$ cat src/rtl/systolic_link_pkg.sv
// Shared tile configuration, link handshake port macros, and the systolic link vector type.
`ifndef TAU_HS_MACROS
`define TAU_HS_MACROS
`define TAU_HS_SINK(RDY, ACK, DATA, T) input logic RDY, output logic ACK, input T DATA
`define TAU_HS_SRC(RDY, ACK, DATA, T) output logic RDY, input logic ACK, output T DATA
`endif

package TauCfg;
    localparam int DBW   = 16;
    localparam int VSIZE = 4;
endpackage

package systolic_link_pkg;
    import TauCfg::*;
    typedef logic [VSIZE-1:0][DBW-1:0] vec_t;
endpackage

$ cat src/rtl/systolic_link_fifo.sv
// One direction of the link: small FIFO with registered head, occupancy and delivered-beat counter.
module SystolicLinkFifo
    import systolic_link_pkg::*;
#(
    parameter int DEPTH  = 2,
    parameter int CNT_BW = 16,
    localparam int OCC_W = $clog2(DEPTH + 1),
    localparam int PTR_W = $clog2(DEPTH)
) (
    input  logic              i_clk,
    input  logic              i_rst,
    input  logic              i_in_rdy,
    output logic              o_in_ack,
    input  vec_t              i_in_data,
    output logic              o_out_rdy,
    input  logic              i_out_ack,
    output vec_t              o_out_data,
    output logic [CNT_BW-1:0] o_cnt,
    output logic [OCC_W-1:0]  o_occ
);
    localparam logic [OCC_W-1:0] FULL = OCC_W'(DEPTH);
    localparam logic [OCC_W-1:0] ONE  = OCC_W'(1);

    vec_t              r_mem [DEPTH];
    vec_t              r_head;
    logic [PTR_W-1:0]  r_wr_ptr, r_rd_ptr;
    logic [OCC_W-1:0]  r_occ;
    logic [CNT_BW-1:0] r_cnt;
    logic [PTR_W-1:0]  w_rd_nxt;
    logic              w_push, w_pop;

    // Full blocks the push even when a pop lands on the same edge.
    assign w_push   = i_in_rdy && (r_occ != FULL) && !i_rst;
    assign w_pop    = i_out_ack && (r_occ != '0);
    assign w_rd_nxt = r_rd_ptr + 1'b1;

    always_ff @(posedge i_clk) begin
        if (i_rst) begin
            r_wr_ptr <= '0;
            r_rd_ptr <= '0;
            r_occ    <= '0;
            r_cnt    <= '0;
        end else begin
            if (w_push) r_wr_ptr <= r_wr_ptr + 1'b1;
            if (w_pop) begin
                r_rd_ptr <= w_rd_nxt;
                r_cnt    <= r_cnt + 1'b1;
            end
            case ({w_push, w_pop})
                2'b10:   r_occ <= r_occ + 1'b1;
                2'b01:   r_occ <= r_occ - 1'b1;
                default: r_occ <= r_occ;
            endcase
        end
    end

    // Head register tracks the oldest entry so out_data leaves straight from a flop.
    always_ff @(posedge i_clk) begin
        if (w_push) r_mem[r_wr_ptr] <= i_in_data;
        if (w_pop && (r_occ > ONE))
            r_head <= r_mem[w_rd_nxt];
        else if (w_push && ((r_occ == '0) || (w_pop && (r_occ == ONE))))
            r_head <= i_in_data;
    end

    assign o_in_ack   = w_push;
    assign o_out_rdy  = (r_occ != '0);
    assign o_out_data = r_head;
    assign o_cnt      = r_cnt;
    assign o_occ      = r_occ;
endmodule

$ cat src/rtl/systolic_link.sv
// Bidirectional systolic link between neighbouring tiles: two independent single-direction FIFOs.
module systolic_link
    import systolic_link_pkg::*;
#(
    parameter int DEPTH  = 2,
    parameter int CNT_BW = 16
) (
    input  logic i_clk,
    input  logic i_rst,
    `TAU_HS_SINK(r_in_rdy, r_in_ack, r_in_data, vec_t),
    `TAU_HS_SRC(r_out_rdy, r_out_ack, r_out_data, vec_t),
    `TAU_HS_SINK(l_in_rdy, l_in_ack, l_in_data, vec_t),
    `TAU_HS_SRC(l_out_rdy, l_out_ack, l_out_data, vec_t),
    output logic [CNT_BW-1:0]            r_cnt,
    output logic [CNT_BW-1:0]            l_cnt,
    output logic [$clog2(DEPTH+1)-1:0]   r_occ,
    output logic [$clog2(DEPTH+1)-1:0]   l_occ
);
    SystolicLinkFifo #(.DEPTH(DEPTH), .CNT_BW(CNT_BW)) u_rgt (
        .i_clk(i_clk), .i_rst(i_rst),
        .i_in_rdy(r_in_rdy), .o_in_ack(r_in_ack), .i_in_data(r_in_data),
        .o_out_rdy(r_out_rdy), .i_out_ack(r_out_ack), .o_out_data(r_out_data),
        .o_cnt(r_cnt), .o_occ(r_occ)
    );

    SystolicLinkFifo #(.DEPTH(DEPTH), .CNT_BW(CNT_BW)) u_lft (
        .i_clk(i_clk), .i_rst(i_rst),
        .i_in_rdy(l_in_rdy), .o_in_ack(l_in_ack), .i_in_data(l_in_data),
        .o_out_rdy(l_out_rdy), .i_out_ack(l_out_ack), .o_out_data(l_out_data),
        .o_cnt(l_cnt), .o_occ(l_occ)
    );
endmodule

$ cat config.mk
export PLATFORM = sky130hd
export DESIGN_NAME = systolic_link
export DESIGN_NICKNAME = d
export VERILOG_FILES = /design/src/rtl/systolic_link_pkg.sv /design/src/rtl/systolic_link_fifo.sv /design/src/rtl/systolic_link.sv
export SDC_FILE = /design/constraint.sdc
export NUM_CORES = 1
export LEC_CHECK = 0
export CAP_MARGIN = 10
export CORE_ASPECT_RATIO = 0.9
export CORE_MARGIN = 4
export CORE_UTILIZATION = 37
export CTS_CLUSTER_DIAMETER = 30
export DETAILED_ROUTE_END_ITERATION = 12
export GPL_TIMING_DRIVEN = 0
export SETUP_SLACK_MARGIN = 0.5
export SKIP_LAST_GASP = 1
export SLEW_MARGIN = 15
export SYNTH_ARGS = -nofsm -noshare
export SYNTH_HDL_FRONTEND = slang
export SYNTH_HIERARCHICAL = 1
export SYNTH_SLANG_ARGS = --single-unit
$ cat constraint.sdc
create_clock -name i_clk -period 7.8 [get_ports i_clk]
set_input_delay 1.95 -clock i_clk [delete_from_list [all_inputs] [get_ports i_clk]]
set_output_delay 1.95 -clock i_clk [all_outputs]
set_load 0.005 [all_outputs]
==> run metrics, run 1 <==
Detail Route Antenna Nets 0; Startpoint Class primary input; Worst-Skew Late Latency 0.60 ns; Die W 228 um; reg-to-reg slack, setup approximately 5.0 ns; Synth warnings 6; RD Place Congestion 0.786; Peak Freq around 170 MHz; Yosys reg bits 424; Final Skew 0.0240 ns; Tot GR Track Use 0.166; syn_nets 1179; share of cells above drive strength 1 0.133; vias in the first global route 10500; DRT Pass-1 Iters 5; Initial Util 0.374; # clock sinks 424; worst hold path class reg -> reg; hold depth 2; pin count of the biggest net entering global routing 47; Setup violations, final 0; Die H 206 um; Synth Instances roughly 1000; Pleak roughly 8 nW; hold_buf cts 0; routed length per instance 18.9 um; H-tree Lvls 3; GRT overflow 0; status finished clean; Distinct cells, synth 43; Port Buffers ~300; R2R Path End u_lft/o_out_data[28]; kind of critical path in -> out; clk root buf clkbuf_16; Nets between 1500 and 2000; Setup Fix Bufs, Post-CTS 0; Initial DRC Count 518; total wire length 39400 um; Top Ports 302; Crit. Startpoint i_rst; DIE AREA 0.0469 mm2; Hold Path End u_lft/o_cnt[15]; final worst slack 2.04 ns; Slew Viols, Final 0; Core Rows 72; Util after Layout 0.542; register area share after synthesis 0.767; crit path DAT 3.81 ns; Post-Place Setup Slack 2.02 ns; critical-path maximum fanout 7; wire length of the first global-routing pass 60800 um; Max-Cap Viols 0; Relative slew margins 0.401; unrepaired setup endpoints after global routing no; Final Cycle Share 0.739; fraction of registers with async set or reset after synthesis 0; PostCTS Resize Cnt 0; # fillers 3533; hold path start u_lft/o_cnt[15]; post-layout min period 5.76 ns; Synth Flop Type edfxtp_1; Post-route DRC 0; Worst Reg-to-Reg Cells 8; Hold WS 0.487 ns; syn avg cell area 15.5 um2; setup TNS 0 ns; vias 9940; maximum clock path buffer count 3; worst r2r src u_lft/o_occ[0]; CTS clock-pin slew for the worst setup and hold paths 0.04 ns; Inserted Clock Buffers 94; Syn-to-layout area delta 44.8%; pwr dens 351 mW/mm2; CP endpoint kind primary output; measured slew at the worst slew-check pin 0.898 ns; Critical Path RT 5.85 ns; total chip power 0.00818 W; CTS tree yes; initial antenna violation count 9; vias per cell 4.78; VDD IR max 0.211 mV; Post-Synthesis Cell Area 0.0161 mm2; Post-synth EDFFs 384; core area ~0.043 mm2; Fin. Hold Viols 0; HPWL Detailed 26200 um
-- metrics by stage --
stage | cells | instance area [um2]
2_1_floorplan | 1035 | 16100
3_3_place_gp | 1891 | 19800
3_5_place_dp | 1904 | 20200
4_1_cts | 2079 | 23300
5_1_grt | 2080 | 23300
6_report | 2081 | 23300
-- cell families (layout without fill, tap and decap cells) --
family                   Yosys count  count (layout)  share of synthesized area
AO/OA/AOI/OAI                    150             150                     0.0477
XOR/XNOR                          29              29                     0.0158
adder cells (fa/ha/maj)           10              10                    0.00778
buffers and inverters             63             552                     0.0165
flip-flops                       424             424                      0.767
multiplexers                     131             131                     0.0816
other                              0               2                          0
AND/OR/NAND/NOR                  228             228                     0.0639
-- per-layer routing --
metal  up-vias  share of wire  track usage
met4        12          0.016       0.0481
li1       4743              -            -
met3        65          0.090       0.0786
met5         -         0.0020            0
met1      4808           0.42        0.205
met2       312           0.47        0.264
-- sequential cells by signal, indices dropped and copies added, names as in the netlist, 2 cells and up --
name              flops
u_lft/o_cnt          16
u_lft/o_occ           2
u_lft/o_out_data     64
u_lft/r_mem         128
u_rgt/o_cnt          16
u_rgt/o_occ           2
u_rgt/o_out_data     64
u_rgt/r_mem         128
-- area by class of cell --
cell class,instances,area (um2),area share
plain buffers,51,220,0.00945
multi-input cells,548,3530,0.152
flip-flops and latches,424,12300,0.529
repair buffers,314,3340,0.143
clock buffers,111,2510,0.108
diodes,2,5.00,0.000215
inverters,12,45.0,0.00193
clock inverters,64,614,0.0264
well taps,555,694,0.0298
-- synth_stat cells, types with 2 or more instances --
library cell    n  share of area
ha_1           10         0.0078
buf_1           9         0.0021
o21ai_0         5         0.0016
and2_1          2        0.00078
clkbuf_1       21         0.0049
nor2b_1         3         0.0012
nor3_1          7         0.0022
nor4_1          5         0.0019
or3_2           2        0.00093
dfxtp_1        40          0.050
xnor2_1        13         0.0071
a211oi_1        2        0.00093
edfxtp_1      384           0.72
nand3_1         6         0.0019
nand2_1        14         0.0033
nor2_1        162          0.038
a21oi_1       138          0.043
o31ai_1         2        0.00093
nand4_1         6         0.0023
or3_1           3         0.0012
or4_1           2        0.00093
or3b_2          2         0.0011
buf_2          20         0.0062
inv_1          12         0.0028
and4b_1         2         0.0012
mux2i_1       130          0.081
xor2_1         16         0.0087
o22ai_1         2        0.00078
-- worst max-delay path by stage --
stage,to,slack [ns],cells past startpoint
floorplan,u_lft/o_out_data[0],1.49,4
global placement,u_lft/o_out_data[38],-1.60,5
detailed placement,r_in_ack,2.02,4
CTS,r_in_ack,2.01,4
global route,l_in_ack,1.96,4
finish,l_in_ack,2.04,4
-- cell usage in the layout (no fill, tap or decap), drive strengths merged, types with 3 or more instances in the layout --
cell type	netlist	layout
nor3	7	7
nand2	14	14
o21ai	5	5
clkinv	0	35
buf	30	43
and4	3	3
clkbuf	21	132
nand4	7	7
nor4	5	5
ha	10	10
nand3	6	6
mux2i	130	130
clkinvlp	0	14
dfxtp	40	40
xnor2	13	13
clkdlybuf4s50	0	301
nor2b	3	3
bufinv	0	9
a21oi	138	138
edfxtp	384	384
nor2	162	162
xor2	16	16
or3	6	6
inv	12	18
-- power breakdown --
part	total, W	internal, W	leakage [nW]	switching, W
logic	0.00142	0.000700	2.62	0.000719
clock network	0.00380	0.00258	1.50	0.00122
registers	0.00295	0.00286	3.85	0.0000877
-- critical path, cell delays in order --
cell	delay, ns
clkdlybuf4s50_1	0.54
or3b_2	0.60
inv_1	0.17
clkdlybuf4s50_1	0.54
(Power assumes the default switching activity.)
==> inputs of run 2 (changes only) <==
==> constraint.sdc (replaced) <==
create_clock -name i_clk -period 5.35 [get_ports i_clk]
set_input_delay 1.3375 -clock i_clk [delete_from_list [all_inputs] [get_ports i_clk]]
set_output_delay 1.3375 -clock i_clk [all_outputs]
set_load 0.005 [all_outputs]
==> run 2 against run 1 <==
Clock power up 44%. Largest power group unchanged. Global-route usage down 0.32 points. Design area down 0.28%. Highest routed layer unchanged. Flip-flop and latch count unchanged. Largest cell class unchanged. Register-to-register slack worse by 2.4 ns. Wire length down 2.0%. Die area unchanged.
==> run metrics, run 2 (synthesized netlist as in run 1, its figures left out) <==
Switching Fraction 0.244 (-0.00449); pin count of the biggest net entering global routing 50 (+6.4%); Crit path top cell by count clkdlybuf4s50_1; RD Place Congestion 0.775 (-1.4%); clk root buf clkbuf_16; routed length per instance 18.6 um (-1.7%); Startpoint Class primary input; PostCTS Resize Cnt 0 (unchanged); Critical Path RT 4.01 ns (-1.84 ns); vias per cell 4.77 (-0.18%); Internal Power 0.00895 W (+46%); critical path's top delay family buffers and inverters; total wire length 38600 um (-2.0%); Pleak 7.94 nW (-0.49%); DIE AREA 0.0469 mm2 (unchanged); CTS tree yes; Seq pwr share 0.363 (+0.002); commonest non-fill, non-tap cells in the layout edfxtp_1, clkdlybuf4s50_1, nor2_1; worst hold path class reg -> reg; Worst-Skew Late Latency 0.60 ns (about the same); Relative slew margins 0.410 (+0.00890); Post-route DRC 0 (unchanged); Final Skew 0.0170 ns (-0.00704 ns); measured slew at the worst slew-check pin 0.885 ns (-0.0134 ns); unrepaired setup endpoints after global routing no; core area 0.0430 mm2 (unchanged); Post-Place Setup Slack 0.804 ns (-1.21 ns); critical-path maximum fanout 7 (unchanged); vias in the first global route 10300 (-1.7%); CP endpoint kind primary output; wire length of the first global-routing pass 59800 um (-1.7%); Initial Util 0.374 (unchanged); Nets 1587 (-0.13%); commonest non-fill, non-tap cell in the layout edfxtp_1; crit-path cells clkdlybuf4s50_1 > or3b_2 > inv_1 > clkdlybuf4s50_1; H-tree Lvls 3 (unchanged); Gate power share 0.175 (about the same); Die H 206 um (unchanged); Slew Viols, Final 0 (unchanged); crit path DAT 3.19 ns (-0.62 ns); Top Ports 302 (unchanged); Detail Route Antenna Nets 0 (unchanged); Switch Pwr 0.00288 W (+42%); HPWL Detailed 25900 um (-1.2%); dpl cells 1905 (+0.053%); status finished clean; post-layout min period 4.53 ns; initial antenna violation count 3 (-6); CP max stage delay 0.59 ns (about the same); VDD IR max 0.302 mV (+43%); Max stage delay cell, worst path or3b_2; Regs by FF count u_lft/r_mem: 128 flops, u_rgt/r_mem: 128 flops; Setup violations, final 0 (unchanged); Fin. Hold Viols 0 (unchanged); hold_buf cts 0 (unchanged); Syn-to-layout area delta 44.4%; vias 9889 (-0.51%); maximum clock path buffer count 3 (unchanged); pwr dens 510 mW/mm2 (+45%); Die W 228 um (unchanged); Inserted Clock Buffers 91 (-3.2%); final worst slack 0.821 ns (-1.22 ns); Cell Count, Final, Fillers Out 2074 (-0.34%); Max-Cap Viols 0 (unchanged); Port Buffers 301 (unchanged); # clock sinks 424 (unchanged); Tot GR Track Use 0.163 (-0.00325); CTS clock-pin slew for the worst setup and hold paths 0.04 ns (about the same); kind of critical path in -> out; Final Cycle Share 0.847; GRT overflow 0 (unchanged); Peak Freq 221 MHz; Worst Path Buf+Inv 3 (unchanged); share of cells above drive strength 1 0.125 (-0.00804); total chip power 0.0118 W (+45%); DRT Pass-1 Iters 4 (-1); Core Rows 72 (unchanged); Setup Fix Bufs, Post-CTS 0 (unchanged); Clock Power Share 0.462 (-0.003); Initial DRC Count 596 (+15%)
[run 2: changes by cell type in the layout (fill, tap and decap cells not counted), sizes merged]
cell / change
buf: +1
bufinv: +3
clkinvlp: -2
clkinv: -7
diode: -1
inv: -1
[run 2: final timing paths]
path / slack (ns) / endpoint / cells past startpoint / from
max reg2reg: 2.55 / u_rgt/o_out_data[21] / 8 / u_rgt/o_occ[0]
min: 0.50 / u_lft/o_cnt[15] / 2 / u_lft/o_cnt[15]
max: 0.82 / r_in_ack / 4 / i_rst
min reg2reg: 0.50 / u_lft/o_cnt[15] / 2 / u_lft/o_cnt[15]
[run 2: power by group through the flow]
| stage | sequential, W | combinational (W) | clock (W) |
|---|---|---|---|
| floorplan | 0.00440 | 0.000905 | 0 |
| global placement | 0.00440 | 0.00192 | 0 |
| detailed placement | 0.00436 | 0.00210 | 0 |
| CTS | 0.00431 | 0.00211 | 0.00560 |
| global route | 0.00434 | 0.00225 | 0.00579 |
| finish | 0.00430 | 0.00207 | 0.00547 |
[run 2: worst min-delay path: stages, from the launching register on]
cell	delay, ns
dfxtp_1	0.32
o31ai_1	0.07
a21oi_1	0.06
[run 2: stage by stage]
stage	TNS, ns	hold slack (ns)	area [um2]	utilization
2_1_floorplan	0	0.468	16100	-
3_3_place_gp	-175.79	0.461	19800	0.461
3_5_place_dp	0	0.488	20200	0.470
4_1_cts	0	0.494	23200	0.541
5_1_grt	0	0.530	23200	0.541
6_report	0	0.500	23200	0.541
[run 2: layout make-up]
| type | count | area, um2 |
|---|---|---|
| multi-input cells | 548 | 3530 |
| inverters | 12 | 45.0 |
| repair buffers | 315 | 3360 |
| diodes | 1 | 2.50 |
| fillers | 3558 | 19700 |
| plain buffers | 51 | 220 |
| clock inverters | 57 | 641 |
| clock buffers | 111 | 2400 |
| well taps | 555 | 694 |
| flip-flops and latches | 424 | 12300 |
[run 2: routing by layer]
| layer | global-route usage | vias up | routed length, um |
|---|---|---|---|
| li1 | - | 4732 | - |
| met1 | 0.202 | 4772 | 16200 |
| met2 | 0.255 | 311 | 18000 |
| met3 | 0.0707 | 70 | 3530 |
| met4 | 0.0604 | 4 | 845 |
| met5 | 0 | - | 27 |
==> inputs of run 3 (changes only) <==
==> constraint.sdc (replaced) <==
create_clock -name i_clk -period 4.35 [get_ports i_clk]
set_input_delay 1.0875 -clock i_clk [delete_from_list [all_inputs] [get_ports i_clk]]
set_output_delay 1.0875 -clock i_clk [all_outputs]
set_load 0.005 [all_outputs]
==> run 3 against run 2 <==
Design area up 0.85%. Critical path depth unchanged. Sequential share of layout area down 0.45 points. Register-to-register slack got worse by 0.95 ns. Final cell count up 0.53%. Sequential power is 23% higher. Critical endpoint is now l_in_ack. Largest cell class unchanged. Largest power group unchanged. Highest routed layer unchanged.
==> run metrics, run 3 (synthesized netlist as in run 1, its figures left out) <==
Core Rows 72 (unchanged); Hold WS 0.511 ns (+0.0115 ns); Final Instance Area 0.0234 mm2 (+0.85%); vias per cell 4.78 (+0.21%); Max stage delay cell, worst path clkdlybuf4s50_1; unrepaired setup endpoints after global routing no; core area 0.0430 mm2 (unchanged); commonest non-fill, non-tap cell in the layout edfxtp_1; Die W 228 um (unchanged); Regs by FF count u_lft/r_mem: 128 flops, u_rgt/r_mem: 128 flops; CP endpoint kind primary output; Post-route DRC 0 (unchanged); Max-Cap Viols 0 (unchanged); CTS clock-pin slew for the worst setup and hold paths 0.04 ns (about the same); Setup violations, final 0 (unchanged); CTS tree yes; pwr dens 636 mW/mm2 (+25%); crit path DAT 2.72 ns (-0.47 ns); initial antenna violation count 5 (+2); Crit path top cell by count clkdlybuf4s50_1; Slew Viols, Final 0 (unchanged); hold_buf cts 0 (unchanged); Die H 206 um (unchanged); wire length of the first global-routing pass 60000 um (+0.45%); # fillers 3533 (-0.70%); Relative slew margins 0.395 (-0.0152); register area 0.0123 mm2 (unchanged); H-tree Lvls 3 (unchanged); measured slew at the worst slew-check pin 0.908 ns (+0.0228 ns); RD Place Congestion 0.780 (+0.68%); area of the multi-input gates 0.00354 mm2 (+0.14%); routed length per instance 18.8 um (+1.1%); pin count of the biggest net entering global routing 35 (-30%); total wire length 39200 um (+1.6%); Detail Route Antenna Nets 0 (unchanged); Pleak 8.04 nW (+1.3%); maximum clock path buffer count 3 (unchanged); Startpoint Class primary input; # clock sinks 424 (unchanged); HPWL Detailed 26000 um (+0.45%); kind of critical path in -> out; Port Buffers 301 (unchanged); Worst-Skew Late Latency 0.61 ns (about the same); commonest non-fill, non-tap cells in the layout edfxtp_1, clkdlybuf4s50_1, nor2_1; CP max stage delay 0.55 ns (-0.04 ns); Peak Freq 263 MHz; area post-placement 0.0202 mm2 (about the same); status finished clean; GRT overflow 0 (unchanged); Setup Fix Bufs, Post-CTS 0 (unchanged); Final Cycle Share 0.875; Syn-to-layout area delta 45.7%; worst hold path class reg -> reg; Final Skew 0.0260 ns (+0.00900 ns); DIE AREA 0.0469 mm2 (unchanged); Inserted Clock Buffers 94 (+3.3%); post-layout min period 3.81 ns; crit-path cells clkdlybuf4s50_1 > or3b_4 > inv_1 > clkdlybuf4s50_1; Top Ports 302 (unchanged); vias in the first global route 10400 (+0.69%); Fin. Hold Viols 0 (unchanged); VDD IR max 0.385 mV (+27%); Nets 1590 (+0.19%); critical-path maximum fanout 4 (-3); Critical Path RT 3.26 ns (-0.75 ns); Initial Util 0.374 (unchanged); clk root buf clkbuf_16; Tot GR Track Use 0.164 (+0.000916); vias 9962 (+0.74%); DRT Pass-1 Iters 5 (+1); Initial DRC Count 543 (-8.9%); share of cells above drive strength 1 0.136 (+0.0105)
## run 3: changes by cell type in the layout (fill, tap and decap cells not counted), sizes merged
| cell | change |
|---|---|
| clkbuf | -4 |
| diode | +3 |
| bufinv | +1 |
| clkdlybuf4s50 | -1 |
| clkinv | +8 |
| dlygate4sd2 | +1 |
| inv | +4 |
| clkinvlp | -1 |
## run 3: layout make-up
class | count | area share
plain buffers | 51 | 0.00940
clock inverters | 69 | 0.0336
multi-input cells | 548 | 0.151
clock buffers | 107 | 0.104
inverters | 12 | 0.00192
diodes | 4 | 0.000427
well taps | 555 | 0.0296
repair buffers | 315 | 0.144
flip-flops and latches | 424 | 0.526
## run 3: repair_timing
action	in CTS	in global routing
resized for setup	3	1
cloned	0	0
pin swaps	0	0
setup endpoints to repair	2	1
## run 3: stage by stage
stage / setup TNS (ns) / power, W / cells / utilization / setup slack [ns]
after detailed placement: 0 / 0.00797 / 1905 / 0.470 / 0.272
after global placement: -430.27 / 0.00778 / 1891 / 0.461 / -1.46
after global routing: 0 / 0.0156 / 2081 / 0.545 / 0.528
after floorplan: 0 / 0.00652 / 1035 / - / 0.417
after CTS: 0 / 0.0151 / 2081 / 0.545 / 0.524
final: 0 / 0.0149 / 2085 / 0.545 / 0.542
## run 3: critical path: cells and delay by family
family	cells	cell delay [ns]
buffers and inverters	3	1.19
AND/OR/NAND/NOR	1	0.44
## run 3: per-layer routing
metal,part of all wire,vias to the layer above,global-route usage,routed length [um]
met5,0.0014,-,0,56
met2,0.46,327,0.259,18200
met1,0.41,4811,0.200,16300
met3,0.10,64,0.0811,4000
li1,-,4752,-,-
met4,0.018,8,0.0503,689
## run 3: path summary, 6_finish.rpt
path                        start                    to  slack, ns  depth (start not counted)
setup / recovery         l_in_rdy              l_in_ack       0.54                          4
hold / removal    u_lft/o_cnt[15]       u_lft/o_cnt[15]       0.51                          2
setup reg to reg   u_lft/o_occ[0]  u_lft/o_out_data[15]       1.60                          7
hold reg to reg   u_lft/o_cnt[15]       u_lft/o_cnt[15]       0.51                          2
## run 3: report_power, final
group	switching, W	leakage, nW	internal, W	total (W)
Sequential	0.000165	3.85	0.00513	0.00530
Clock	0.00226	1.55	0.00479	0.00705
Combinational	0.00129	2.64	0.00127	0.00256
Total	0.00371	8.04	0.0112	0.0149
==> variant, RTL diff (config.mk and constraints of run 2) <==
Make the reset (`i_rst`) asynchronous in one clocked block.
--- a/src/rtl/systolic_link_fifo.sv
+++ b/src/rtl/systolic_link_fifo.sv
@@ -34,7 +34,7 @@
     assign w_pop    = i_out_ack && (r_occ != '0);
     assign w_rd_nxt = r_rd_ptr + 1'b1;
 
-    always_ff @(posedge i_clk) begin
+    always_ff @(posedge i_clk or posedge i_rst) begin
         if (i_rst) begin
             r_wr_ptr <= '0;
             r_rd_ptr <= '0;
Behaviour: differs if i_rst is asserted again (counterexample within 4 cycles, from zero or initial values and one cycle with i_rst high); with i_rst held inactive, the same outputs for 4 cycles.
==> variant against run 2 <==
Area after synthesis rose by 2.6%. Routed wire length rose by 2.5%. Final cell count barely moved. Combinational power rose by 43%. Power rose by 16%. Synthesized cell count fell by 5.5%. Sequential cell count did not move. Setup slack got worse by 0.27 ns. Design area rose by 3.5%. Via count fell by 2.3%. Largest power group unchanged. Highest routed layer unchanged.
==> variant: results <==
metrics = {
    "detailed_routing": {
        "routed_via_density": 4.66,
        "drt-total-wl_mm": 39.6,
        "first_pass_iters": 5,
        "initialDrtViolationCount": 441,
        "wl_met3_mm": 2.46,
        "avgRoutedWirePerCell_um": 19.1,
        "dr_wl_met2_mm": 19.2,
        "met1Wirelength_mm": 16.7,
    },
    "cells_and_area": {
        "reg_top3": "u_lft/r_mem: 128 flops, u_rgt/r_mem: 128 flops",
        "nNetsFinal": 1532,
        "layout-drive-gt1-share_pct": 21.7,
    },
    "grt": {
        "track_usage_pct": 16.4,
        "grt_max_degree": 49,
        "antenna_found_initial": 6,
        "grt_use_met2_pct": 26.2,
        "grt_pass1_wl_mm": 61.3,
        "grtUsageMet3_pct": 5.56,
        "grt_pass1_vias": 10367,
        "use_met1_pct": 20.6,
    },
    "synth": {
        "postSynthAreaPerCell_um2": 16.9,
        "yosysSeqAreaShare_pct": 75.9,
        "ys_top_cells_by_area": "edfxtp_1 70%, mux2i_1 7.8%, dfrtp_1 6.1%",
        "syn_nets": 1122,
        "async_flop_share_pct": 9.43,
        "yosysUniqueCellTypes": 29,
        "synth.top_cells.by_count": "384 x edfxtp_1, 130 x nor2_1, 128 x mux2i_1",
    },
    "pwr": {
        "cellPowerDensity_nw_per_um2": 571,
        "leakage_nw": 8.76,
        "switching_power_w": 0.00370,
        "ir_worst_vdd_mv": 0.328,
        "power_frac_seq_pct": 33.9,
        "pwr-share-clk_pct": 44.6,
    },
    "run_status": {
        "outcome": "finished, final reports clean",
    },
    "cts": {
        "cts-root-buf": "clkbuf_16",
        "clockBufferDepth": 3,
        "cts.htree.levels": 3,
        "clock_latency_ns": 0.62,
        "cts_buffers": 96,
    },
    "placed_design": {
        "place.gp.congestion": 0.790,
        "post-dp-hpwl_mm": 25.9,
        "placed_cells": 1890,
        "dp_slack_ns": 0.403,
        "place_area_um2": 20600,
    },
    "worst_setup_path": {
        "reg2reg_from": "u_rgt/o_occ[0]",
        "timing.rr.end": "u_rgt/o_out_data[47]",
        "arrival_ns": 3.46,
        "reg2reg_depth": 10,
        "crit_fanout": 21,
        "r2r_slack_ns": 2.45,
    },
    "worst_hold_path": {
        "holdPathStages": 1,
        "hp-start": "u_rgt/o_cnt[15]",
        "worstHoldEndpoint": "u_rgt/o_cnt[15]",
        "hold_path.class": "flip-flop to flip-flop",
    },
    "timing": {
        "hold_ws_ns": 0.482,
        "fin_skew_ns": 0.0300,
        "max_slew.worst_pin.slew_ns": 0.870,
    },
}
-- variant: cell count changes after synthesis, moves of 17 or more --
cell / before / now
dfxtp_1: 40 / 0
clkbuf_1: 21 / 4
a21oi_1: 138 / 40
nor2_1: 162 / 130
dfrtp_1: 0 / 40
a21oi_2: 0 / 90
-- variant: repair_timing --
item	CTS	global route
pin swaps	0	0
buffers inserted	0	0
gates resized for setup	0	2
endpoints found under the setup margin	2	2
hold buffers	0	0
-- variant: logic make-up (layout without fill, tap and decap cells) --
group | Yosys count | after routing | synth area share [%]
AO/OA/AOI/OAI | 134 | 134 | 6.14
XOR/XNOR | 38 | 38 | 2.02
adder cells (fa/ha/maj) | 10 | 10 | 0.758
buffers and inverters | 56 | 550 | 2.22
flip-flops | 424 | 424 | 75.9
multiplexers | 130 | 130 | 7.90
other | 0 | 4 | 0
AND/OR/NAND/NOR | 186 | 186 | 5.05
-- variant: worst max path at each step --
stage,startpoint,end,slack [ns],depth (start not counted)
global placement,i_rst,u_rgt/r_mem[0][41],-0.88,4
floorplan,i_rst,u_lft/o_out_data[0],1.12,3
global route,i_rst,l_in_ack,0.36,5
CTS,i_rst,l_in_ack,0.39,5
detailed placement,i_rst,l_in_ack,0.40,5
finish,i_rst,l_in_ack,0.55,5
-- variant: final cells by class --
cell class | instances | area, µm²
diodes | 4 | 10.0
plain buffers | 46 | 329
clock buffers | 108 | 2480
clock inverters | 74 | 971
fillers | 3591 | 20100
inverters | 10 | 45.0
multi-input cells | 498 | 3650
flip-flops and latches | 424 | 12500
well taps | 600 | 751
repair buffers | 312 | 3270
-- variant: critical path, cell delays in order --
cell	delay, ns
clkdlybuf4s50_1	0.57
clkinvlp_4	0.45
nand3b_1	0.46
inv_1	0.14
clkdlybuf4s50_1	0.49
